==> src/rtl/rot_sched_pkg.sv <==
// Shared op codes, FSM states and direction constants for the rotating pattern sequencer.
package rot_sched_pkg;

  typedef enum logic [1:0] {
    OP_LOAD = 2'd0,
    OP_STEP = 2'd1,
    OP_RUN  = 2'd2,
    OP_STOP = 2'd3
  } op_e;

  typedef enum logic [1:0] {
    ST_IDLE = 2'd0,
    ST_STEP = 2'd1,
    ST_RUN  = 2'd2
  } state_e;

  localparam logic DIR_LEFT  = 1'b0;
  localparam logic DIR_RIGHT = 1'b1;

endpackage

==> src/rtl/rot_sched_tick.sv <==
// Programmable prescaler: counts 0..div and emits a one-cycle tick on the div count.
module rot_tick #(
  parameter int DIV_W = 24
) (
  input  logic             clk,
  input  logic             rst_n,
  input  logic             clr,
  input  logic             en,
  input  logic [DIV_W-1:0] div,
  output logic             tick
);

  logic [DIV_W-1:0] cnt_q;
  logic [DIV_W-1:0] cnt_d;

  // Next count and tick; a clear or a disabled prescaler parks the count at 0.
  always_comb begin
    cnt_d = cnt_q;
    tick  = 1'b0;
    if (clr || !en) begin
      cnt_d = '0;
    end else if (cnt_q == div) begin
      cnt_d = '0;
      tick  = 1'b1;
    end else begin
      cnt_d = cnt_q + 1'b1;
    end
  end

  // Count register.
  always_ff @(posedge clk or negedge rst_n) begin
    if (!rst_n) cnt_q <= '0;
    else        cnt_q <= cnt_d;
  end

endmodule

==> src/rtl/rot_sched.sv <==
// Command-driven sequencer for a rotating pattern register with a paced prescaler.
//   state   | meaning
//   IDLE    | waiting for a command, prescaler held at 0
//   STEP    | rotating a fixed number of times, commands refused
//   RUN     | rotating on every tick until a new command arrives
module rot_sched
  import rot_sched_pkg::*;
#(
  parameter int WIDTH = 4,
  parameter int DIV_W = 24,
  parameter int CNT_W = 8
) (
  input  logic                                         clk,
  input  logic                                         rst_n,
  input  logic                                         cmd_valid,
  output logic                                         cmd_ready,
  input  logic [1:0]                                   cmd_op,
  input  logic                                         cmd_dir,
  input  logic [((WIDTH > CNT_W) ? WIDTH : CNT_W)-1:0] cmd_data,
  input  logic [DIV_W-1:0]                             cmd_div,
  output logic [WIDTH-1:0]                             rot,
  output logic                                         busy,
  output logic                                         done
);

  state_e           state_q, state_d;
  logic [CNT_W-1:0] rem_q, rem_d;
  logic [WIDTH-1:0] rot_q, rot_d;
  logic             done_q, done_d;
  logic             dir_q, dir_d;
  logic [DIV_W-1:0] div_q, div_d;

  logic             accept;
  logic             tick;
  logic [WIDTH-1:0] rot_next;
  logic [CNT_W-1:0] step_n;

  assign cmd_ready = (state_q != ST_STEP);
  assign accept    = cmd_valid & cmd_ready;
  assign step_n    = cmd_data[CNT_W-1:0];
  assign rot_next  = (dir_q == DIR_RIGHT) ? {rot_q[0], rot_q[WIDTH-1:1]}
                                          : {rot_q[WIDTH-2:0], rot_q[WIDTH-1]};

  // Accepting a command restarts the prescaler so the first rotation lands div+1 cycles later.
  rot_tick #(.DIV_W(DIV_W)) u_tick (
    .clk   (clk),
    .rst_n (rst_n),
    .clr   (accept),
    .en    (state_q != ST_IDLE),
    .div   (div_q),
    .tick  (tick)
  );

  // Command decode takes priority over a tick on the same edge, so a preempted RUN drops its tick.
  always_comb begin
    state_d = state_q;
    rem_d   = rem_q;
    rot_d   = rot_q;
    done_d  = 1'b0;
    dir_d   = dir_q;
    div_d   = div_q;
    if (accept) begin
      dir_d = cmd_dir;
      div_d = cmd_div;
      rem_d = '0;
      case (op_e'(cmd_op))
        OP_LOAD: begin
          rot_d   = cmd_data[WIDTH-1:0];
          state_d = ST_IDLE;
          done_d  = 1'b1;
        end
        OP_STEP: begin
          if (step_n == '0) begin
            state_d = ST_IDLE;
            done_d  = 1'b1;
          end else begin
            state_d = ST_STEP;
            rem_d   = step_n;
          end
        end
        OP_RUN: begin
          state_d = ST_RUN;
        end
        OP_STOP: begin
          state_d = ST_IDLE;
          done_d  = 1'b1;
        end
        default: ;
      endcase
    end else if (tick) begin
      case (state_q)
        ST_STEP: begin
          rot_d = rot_next;
          rem_d = rem_q - 1'b1;
          if (rem_q == {{(CNT_W-1){1'b0}}, 1'b1}) begin
            state_d = ST_IDLE;
            done_d  = 1'b1;
          end
        end
        ST_RUN:  rot_d = rot_next;
        default: ;
      endcase
    end
  end

  // State, counter and output registers.
  always_ff @(posedge clk or negedge rst_n) begin
    if (!rst_n) begin
      state_q <= ST_IDLE;
      rem_q   <= '0;
      rot_q   <= {{(WIDTH-1){1'b0}}, 1'b1};
      done_q  <= 1'b0;
      dir_q   <= DIR_LEFT;
      div_q   <= '0;
    end else begin
      state_q <= state_d;
      rem_q   <= rem_d;
      rot_q   <= rot_d;
      done_q  <= done_d;
      dir_q   <= dir_d;
      div_q   <= div_d;
    end
  end

  assign rot  = rot_q;
  assign busy = (state_q != ST_IDLE);
  assign done = done_q;

endmodule

==> config.mk <==
export PLATFORM = sky130hd
export DESIGN_NAME = rot_sched
export DESIGN_NICKNAME = d
export VERILOG_FILES = /design/src/rtl/rot_sched_pkg.sv /design/src/rtl/rot_sched_tick.sv /design/src/rtl/rot_sched.sv
export SDC_FILE = /design/constraint.sdc
export NUM_CORES = 1
export LEC_CHECK = 0
export BUFFER_PORTS_ARGS = -buffer_cell sky130_fd_sc_hd__clkbuf_2
export CAP_MARGIN = 25
export CORE_MARGIN = 2
export CORE_UTILIZATION = 54
export CTS_BUF_LIST = sky130_fd_sc_hd__clkbuf_4 sky130_fd_sc_hd__clkbuf_8
export DETAILED_ROUTE_END_ITERATION = 12
export HOLD_SLACK_MARGIN = 0.02
export PLACE_DENSITY = 0.8
export REMOVE_ABC_BUFFERS = 1
export SETUP_SLACK_MARGIN = 0.02
export SYNTH_ARGS = -nofsm -noshare
export SYNTH_HDL_FRONTEND = slang
export SYNTH_HIERARCHICAL = 1
export SYNTH_SLANG_ARGS = --single-unit
export TNS_END_PERCENT = 10
==> constraint.sdc <==
create_clock -name clk -period 4.8 [get_ports clk]
set_input_delay 0.48 -clock clk [delete_from_list [all_inputs] [get_ports clk]]
set_output_delay 0.48 -clock clk [all_outputs]
set_load 0.02 [all_outputs]
# Yosys cells after proc, flatten, opt, wreduce, memory -nomap -nowiden
# Index checks and enable logic that the tools add are counted.
# totals
register_bits,64
input_bits,38
elab_cells,59
# classes
n_addsub,2
eq_ne,9
mux,26
bitwise_logic,1
reduce_logical,14
# op_table
op,count
$mux 24,2
$mux 8,5
$add 24x1->24 const B,1
$eq 24x24->1,1
$mux 4,5
$reduce_bool 2->1,5
$eq 8x1->1 const B,1
$logic_not 8->1,1
$mux 1,8
$mux 2,4
$sub 8x1->8 const B,1
$eq 2x2->1 const B,3
$pmux 2 s3,1
$reduce_and 3->1,2
$eq 2x1->1 const B,2
$reduce_or 2->1,2
$logic_not 2->1,1
$ne 2x1->1 const B,1
$ne 2x2->1 const B,1
$pmux 1 s2,1
$reduce_and 2->1,1
$and 1x1->1,1
$logic_not 1->1,1
$logic_or 1x1->1,1

# Depth between registers and ports, before layout
# Gate-level depths: netlist (run 1).
# depth
ltp_word,6
depth_mapped,13

# Cells and area by module
# Netlist (run 1), hierarchy kept.
# modules_own_cells
module,instances,cells_each,area_per_inst_um2,seq_area_each_um2
rot_sched,1,216,1958.1,1002.2
rot_tick,1,152,1478.9,600.6

# Least setup slack after synthesis (run 1)
# OpenSTA, ideal clock, no wires.
# synth_timing
kind,reg2reg
from,reg state_q[1]
to,reg rem_q[3]
arrival_time_ps,2712
setup_slack_ps,1951
path_stages_with_launch,14
synth_period_minus_slack_ps,2849
cell_sequence,dfrtp_1 > inv_1 > ha_1 > nand2b_1 > buf_4 > inv_2 > buf_6 > buf_2 > nor2b_1 > nor3b_1 > nand2_1 > nor4_2 > xnor2_1 > a21oi_1
# synth_via
elab_chain_len,6
# synth_rtl
element,line,source
"start, declared",rot_sched.sv:26,"state_e state_q, state_d;"
"start signal, assigned",rot_sched.sv:116,state_q <= state_d;
$ne 2x1->1,rot_sched.sv:38,assign cmd_ready = (state_q != ST_STEP);
$and 1x1->1,rot_sched.sv:39,assign accept = cmd_valid & cmd_ready;
net accept,rot_sched.sv:33,logic accept;
$logic_or 1x1->1,rot_sched_tick.sv:20,if (clr || !en) begin
$mux 1,rot_sched_tick.sv:20,
net tick,rot_sched.sv:34,logic tick;
$reduce_bool 2->1 (no source line),--,
$reduce_and 2->1 (no source line),--,
"end signal, assigned",rot_sched.sv:117,rem_q <= rem_d;
"end, declared",rot_sched.sv:27,"logic [CNT_W-1:0] rem_q, rem_d;"
# The timed path passes the listed nets, and every way through them passes these cells.
# A chain may end at the register's enable or synchronous reset.

# Final worst setup path (run 1)
# layout_timing
from,reg state_q[1]
to,reg rem_q[3]
# layout_via
elab_chain_len,6
# layout_rtl
element,line
$ne 2x1->1 / $reduce_bool 2->1 (equally long branches),"rot_sched.sv:38, rot_sched.sv:49"
$and 1x1->1 / $logic_not 1->1 (equally long branches),"rot_sched.sv:39, rot_sched_tick.sv:20"
$logic_or 1x1->1 (*),rot_sched_tick.sv:20
$mux 1 (*),rot_sched_tick.sv:20
net tick,rot_sched.sv:34
$reduce_bool 2->1 (no source line) (*),--
$reduce_and 2->1 (no source line) (*),--
# Mark *: on every way through the listed nets, which the timed path passes. The rest lies on a longest branch.

==> impl_metrics.tcl, run 1 <==
set metrics [dict create \
    status "complete, no violations" \
    rsz0062_at_grt "false" \
    port_buffers 44 \
    fin_area_um2 3900 \
    irDropWorstVdd_mv 0.252 \
    core_area_um2 6240 \
    ys_seq_area_frac 0.466 \
    worstPathCellList "inv_1 > ha_1 > nand2b_1 > buf_4 > inv_2 > nor2b_1 > nor3b_1 > nand2_1 > nor4_2 > xnor2_1 > a21oi_1" \
    die_w_um 83.8 \
    drtAntennaViolNets 0 \
    min_period_ns 3.41 \
    ys_ff_latch 64 \
    die-area_um2 7020 \
    totalWireLength_um 6900 \
    drv_slew 0 \
    crit_path_end_kind "register" \
    ys.flop_type "dfrtp_1" \
    min_path_type "primary input to async pin" \
    crit_arrival_ns 3.61 \
    grt_max_degree 65 \
    max_freq_mhz 293 \
    critical_path.startpoint_type "register" \
    setup_viol 0 \
    drc 0 \
    track_usage 0.212 \
    synth.distinct_cells 45 \
    synthCells 368 \
    grt_pass1_wl_um 12000 \
    fp.dieH_um 83.8 \
    start_util 0.551 \
    leakage_nw 1.93 \
    hpwl_um 4770 \
    slowest_delay_ns 0.87 \
    crit_type "register to register" \
    antenna_cells 0 \
    fill_cells 529 \
    clk_pin_slew_ns 0.07 \
    synth_area_per_cell_um2 9.34 \
    post_drt_via_cell_ratio 5.32 \
    finish.cell_count_without_fillers 494 \
    place_area_um2 3690 \
    yosys.area.top_type "dfrtp_1" \
    grt_pass1_vias 2632 \
    syn_to_final_growth_pct 13.4 \
    hold_violations 0 \
    cp_slowest_cell "nor3b_1" \
    synth-async-reset-ratio 1.00 \
    clock-sinks 64 \
    drive_gt1_frac 0.182 \
    crit_fanout 34 \
    power_mw 1.35 \
    antenna_found_initial 0 \
    required_ns 5.00 \
    numCtsBuffers 9 \
    cts_setup_buffers 0 \
    cts_htree_levels 3 \
    synth_top_area_frac 0.459 \
    num_vias 2628 \
    fin_tns_setup_ns 0 \
    yosys_warnings 6 \
    fin_crit_sh 0.710 \
    cts_resized 0 \
    synth_edf_count 0 \
    grt.overflow.total 0 \
    cts-root-buf "clkbuf_8" \
    cts_tree "built" \
    io_pins 45 \
    clock-skew-final_ns 0.00936 \
    slew_headroom 0.321 \
    rows 29 \
    cts_buffer_depth 2 \
    hold_buffers 0 \
    synth_area_leaders "dfrtp_1 46%, nand2_1 10%, xor2_1 9.2%" \
    drt_iter0_drc 142 \
    synth.cell_area_um2 3440 \
    insertion_delay_ns 0.34 \
    nets 460 \
    maxCapViolCount 0 \
    post_drt_wl_per_cell_um 14.0 \
    dp_cells 478 \
    drt_pre_antenna_iters 4 \
    worstMarginPinSlew_ns 1.02 \
    power.density_nw_per_um2 347 \
    place_congestion 0.894 \
]
==> Yosys cell counts, types with 2 or more instances <==
library cell / n
nand2_1: 92
dfrtp_1: 63
xor2_1: 36
nor2_1: 35
nand3_1: 17
xnor2_1: 17
inv_1: 12
ha_1: 10
nor3_1: 10
a21oi_1: 8
buf_2: 6
nor4_1: 6
o21ai_1: 6
mux2i_1: 4
nand4_1: 4
buf_6: 3
o21ai_0: 3
and3_1: 2
and4_1: 2
buf_1: 2
clkbuf_1: 2
nand2b_1: 2
nor4_2: 2
nor4_4: 2
or4_1: 2
==> final timing paths <==
| kind | cells after the start | from | slack, ns | to |
|---|---|---|---|---|
| max in group asynchronous | 2 | rst_n | 3.96 | div_q[13] |
| min in group clk | 3 | cmd_div[5] | 0.33 | div_q[5] |
| hold reg to reg | 2 | rot[0] | 0.49 | rot[0] |
| setup / recovery | 11 | state_q[1] | 1.39 | rem_q[3] |
| setup reg to reg | 11 | state_q[1] | 1.39 | rem_q[3] |
| hold / removal | 2 | rst_n | 0.30 | div_q[3] |
==> power by group <==
part / total (mW) / switching [mW] / internal, mW / leakage [nW]
Sequential: 0.649 / 0.0517 / 0.597 / 0.833
Clock: 0.473 / 0.195 / 0.278 / 0.110
Combinational: 0.229 / 0.139 / 0.0896 / 0.982
Total: 1.35 / 0.386 / 0.965 / 1.93
==> cell families after synthesis <==
| logic type | count (synthesis) | synth area share |
|---|---|---|
| compound gates | 22 | 0.0426 |
| xor+xnor | 53 | 0.135 |
| fa+ha+maj | 10 | 0.0364 |
| buf+inv | 27 | 0.0393 |
| flops | 64 | 0.466 |
| mux | 4 | 0.0116 |
| simple gates | 188 | 0.269 |
==> through the flow <==
step            util  hold slack, ns  setup WS (ns)
2_1_floorplan      -           0.184           1.18
3_3_place_gp   0.591           0.474           1.82
3_5_place_dp   0.591           0.482           1.57
4_1_cts        0.624           0.314           1.48
5_1_grt        0.624           0.319           1.13
6_report       0.624           0.299           1.39
==> critical path, delay by kind of cell, from the launching register on <==
kind	cells	cell delay (ns)
AO/OA/AOI/OAI	1	0.08
XOR/XNOR	1	0.15
adder cells (fa/ha/maj)	1	0.31
buffers and inverters	3	0.52
flip-flops	1	0.37
AND/OR/NAND/NOR	5	1.85
==> metal layers <==
| layer | global-route usage | up-vias | routed length (um) | share of wire |
|---|---|---|---|---|
| li1 | - | 1291 | - | - |
| met1 | 0.259 | 1266 | 2940 | 0.43 |
| met2 | 0.354 | 59 | 3540 | 0.51 |
| met3 | 0.0722 | 12 | 320 | 0.046 |
| met4 | 0.0704 | 0 | 104 | 0.015 |
| met5 | 0 | - | 0 | 0 |
==> cell type report <==
| type | count | area [um^2] | area share |
|---|---|---|---|
| well taps | 77 | 96.3 | 0.0247 |
| clock inverters | 3 | 40.0 | 0.0103 |
| repair buffers | 47 | 243 | 0.0623 |
| inverters | 13 | 48.8 | 0.0125 |
| clock buffers | 13 | 166 | 0.0427 |
| flip-flops and latches | 64 | 1600 | 0.411 |
| multi-input cells | 277 | 1700 | 0.436 |
==> layout by cell type (no fill, tap or decap), types with 3 or more instances in the layout <==
master,Yosys,final
o21ai_0,3,3
o21ai_1,6,6
xnor2_1,17,17
inv_1,12,12
nor2_1,35,35
nor4_1,6,6
xor2_1,36,36
clkbuf_2,0,44
buf_4,1,3
nand4_1,4,4
nand3_1,17,17
a21oi_1,8,8
dfrtp_1,63,63
clkbuf_8,0,11
nand2_1,92,92
nor3_1,10,10
mux2i_1,4,4
ha_1,10,10
==> registers in the layout, indices dropped and copies added (netlist names) <==
register      flops
div_q            24
u_tick/cnt_q     24
rem_q             8
rot               4
state_q           2
dir_q             1
done              1
(Power assumes the default switching activity.)
==> inputs of run 2 (changes only) <==
==> constraint.sdc (replaced) <==
create_clock -name clk -period 3.3 [get_ports clk]
set_input_delay 0.33 -clock clk [delete_from_list [all_inputs] [get_ports clk]]
set_output_delay 0.33 -clock clk [all_outputs]
set_load 0.02 [all_outputs]
==> run 2 against run 1 <==
Net effect: count of clock-buffer cells in the layout down 2; critical endpoint is now rem_q[7]; largest cell class unchanged; sequential share of layout area down 0.13 points; clock power up 43%; register-to-register slack worse by 0.61 ns; power up 45%; highest routed layer unchanged; critical path type unchanged.
==> impl_metrics.tcl, run 2 (synthesis gave the netlist of run 1 again) <==
set metrics [dict create \
    setup_viol 0 \
    hold_violations 0 \
    drt_iter0_drc 187 \
    cts_buffer_depth 2 \
    rows 29 \
    crit_type "register to register" \
    worstMarginPinSlew_ns 0.639 \
    leakage_nw 1.93 \
    max_freq_mhz 398 \
    grt_pass1_wl_um 12100 \
    min_period_ns 2.51 \
    syn_to_final_growth_pct 13.7 \
    grt_max_degree 48 \
    post_drt_wl_per_cell_um 13.9 \
    status "complete, no violations" \
    power.density_nw_per_um2 500 \
    fin_crit_sh 0.762 \
    layout_commonest_cell "nand2_1" \
    die-area_um2 7020 \
    switching_share 0.296 \
    layout.cells.most_common_list "92 x nand2_1, 63 x dfrtp_1, 44 x clkbuf_2" \
    min_path_type "primary input to register" \
    insertion_delay_ns 0.35 \
    post_drt_via_cell_ratio 5.20 \
    pwr-share-seq 0.484 \
    drtAntennaViolNets 0 \
    cts_htree_levels 3 \
    crit_fanout 7 \
    start_util 0.551 \
    hold_ws_ns 0.173 \
    slew_headroom 0.572 \
    nets 462 \
    antenna_cells 0 \
    die_w_um 83.8 \
    required_ns 3.57 \
    clock-sinks 64 \
    p_clk_frac 0.346 \
    p_int_mw 1.38 \
    drive_gt1_frac 0.184 \
    rsz0062_at_grt "false" \
    numCtsBuffers 9 \
    hpwl_um 4940 \
    totalWireLength_um 6880 \
    grt_pass1_vias 2616 \
    cts_tree "built" \
    cts-root-buf "clkbuf_8" \
    antenna_found_initial 0 \
    crit_arrival_ns 2.78 \
    track_usage 0.217 \
    fp.dieH_um 83.8 \
    critical_path.startpoint_type "register" \
    num_vias 2578 \
    port_buffers 44 \
    drv_slew 0 \
    grt.overflow.total 0 \
    drt_pre_antenna_iters 4 \
    crit_path_end_kind "register" \
    cts_resized 0 \
    clk_pin_slew_ns 0.08 \
    layout_top_registers "div_q x24, u_tick/cnt_q x24, rem_q x8" \
    drc 0 \
    power.switching_mw 0.578 \
    io_pins 45 \
    place_congestion 0.869 \
    fin_tns_setup_ns 0 \
    combPwrFrac 0.170 \
    clock-skew-final_ns 0.0138 \
    fill_cells 541 \
    irDropWorstVdd_mv 0.563 \
    core_area_um2 6240 \
    maxCapViolCount 0 \
]
[run 2: worst max-delay path, cell delays in order, from the launching register on]
cell,delay [ns]
dfrtp_1,0.46
xor2_1,0.19
nor4_1,0.44
nand4_1,0.26
nor3b_1,0.25
buf_4,0.19
and4bb_2,0.27
nand3_1,0.09
xor2_1,0.15
o21ai_0,0.14
[run 2: repair_timing]
item,in CTS,in global routing
hold buffers,1,0
hold endpoints to repair,23,0
buffers inserted,0,0
[run 2: per-stage QoR]
step | setup slack, ns | utilization | power, mW | instances | area [um^2]
6_report | 0.786 | 0.626 | 1.95 | 496 | 3910
5_1_grt | 0.614 | 0.626 | 2.06 | 496 | 3910
4_1_cts | 0.781 | 0.626 | 1.97 | 496 | 3910
3_5_place_dp | 0.786 | 0.592 | 1.29 | 479 | 3700
3_3_place_gp | 0.856 | 0.592 | 1.28 | 479 | 3700
2_1_floorplan | -0.325 | - | 1.16 | 354 | 3350
[run 2: layout make-up]
cell class	count	area (um^2)	share of cell area
Tap cell	77	96.3	0.0246
Timing Repair Buffer	49	260	0.0666
Clock buffer	11	145	0.0371
Inverter	13	48.8	0.0125
Sequential cell	64	1600	0.410
Multi-Input combinational cell	277	1700	0.435
Clock inverter	5	56.3	0.0144
[run 2: path summary, 6_finish.rpt]
path	start	end	slack (ns)	depth (start not counted)
min in group asynchronous	rst_n	rot[1]	0.53	2
max in group asynchronous	rst_n	div_q[13]	1.83	3
min reg2reg	div_q[22]	div_q[22]	0.49	2
max	u_tick/cnt_q[7]	rem_q[7]	0.79	9
max reg2reg	u_tick/cnt_q[7]	rem_q[7]	0.79	9
min	cmd_div[1]	div_q[1]	0.17	3
[run 2: power by group through the flow]
stage               combinational, mW  sequential [mW]  clock (mW)
floorplan                       0.203            0.959           0
global placement                0.326            0.956           0
detailed placement              0.333            0.959           0
CTS                             0.336            0.946       0.692
global route                    0.376            0.956       0.729
finish                          0.332            0.945       0.677
[run 2: routing by layer]
layer | vias to the layer above | GRT usage | share of wire
met5 | - | 0 | 0
met4 | 0 | 0.0630 | 0.011
met3 | 8 | 0.0643 | 0.045
met2 | 58 | 0.367 | 0.50
met1 | 1218 | 0.271 | 0.44
li1 | 1294 | - | -
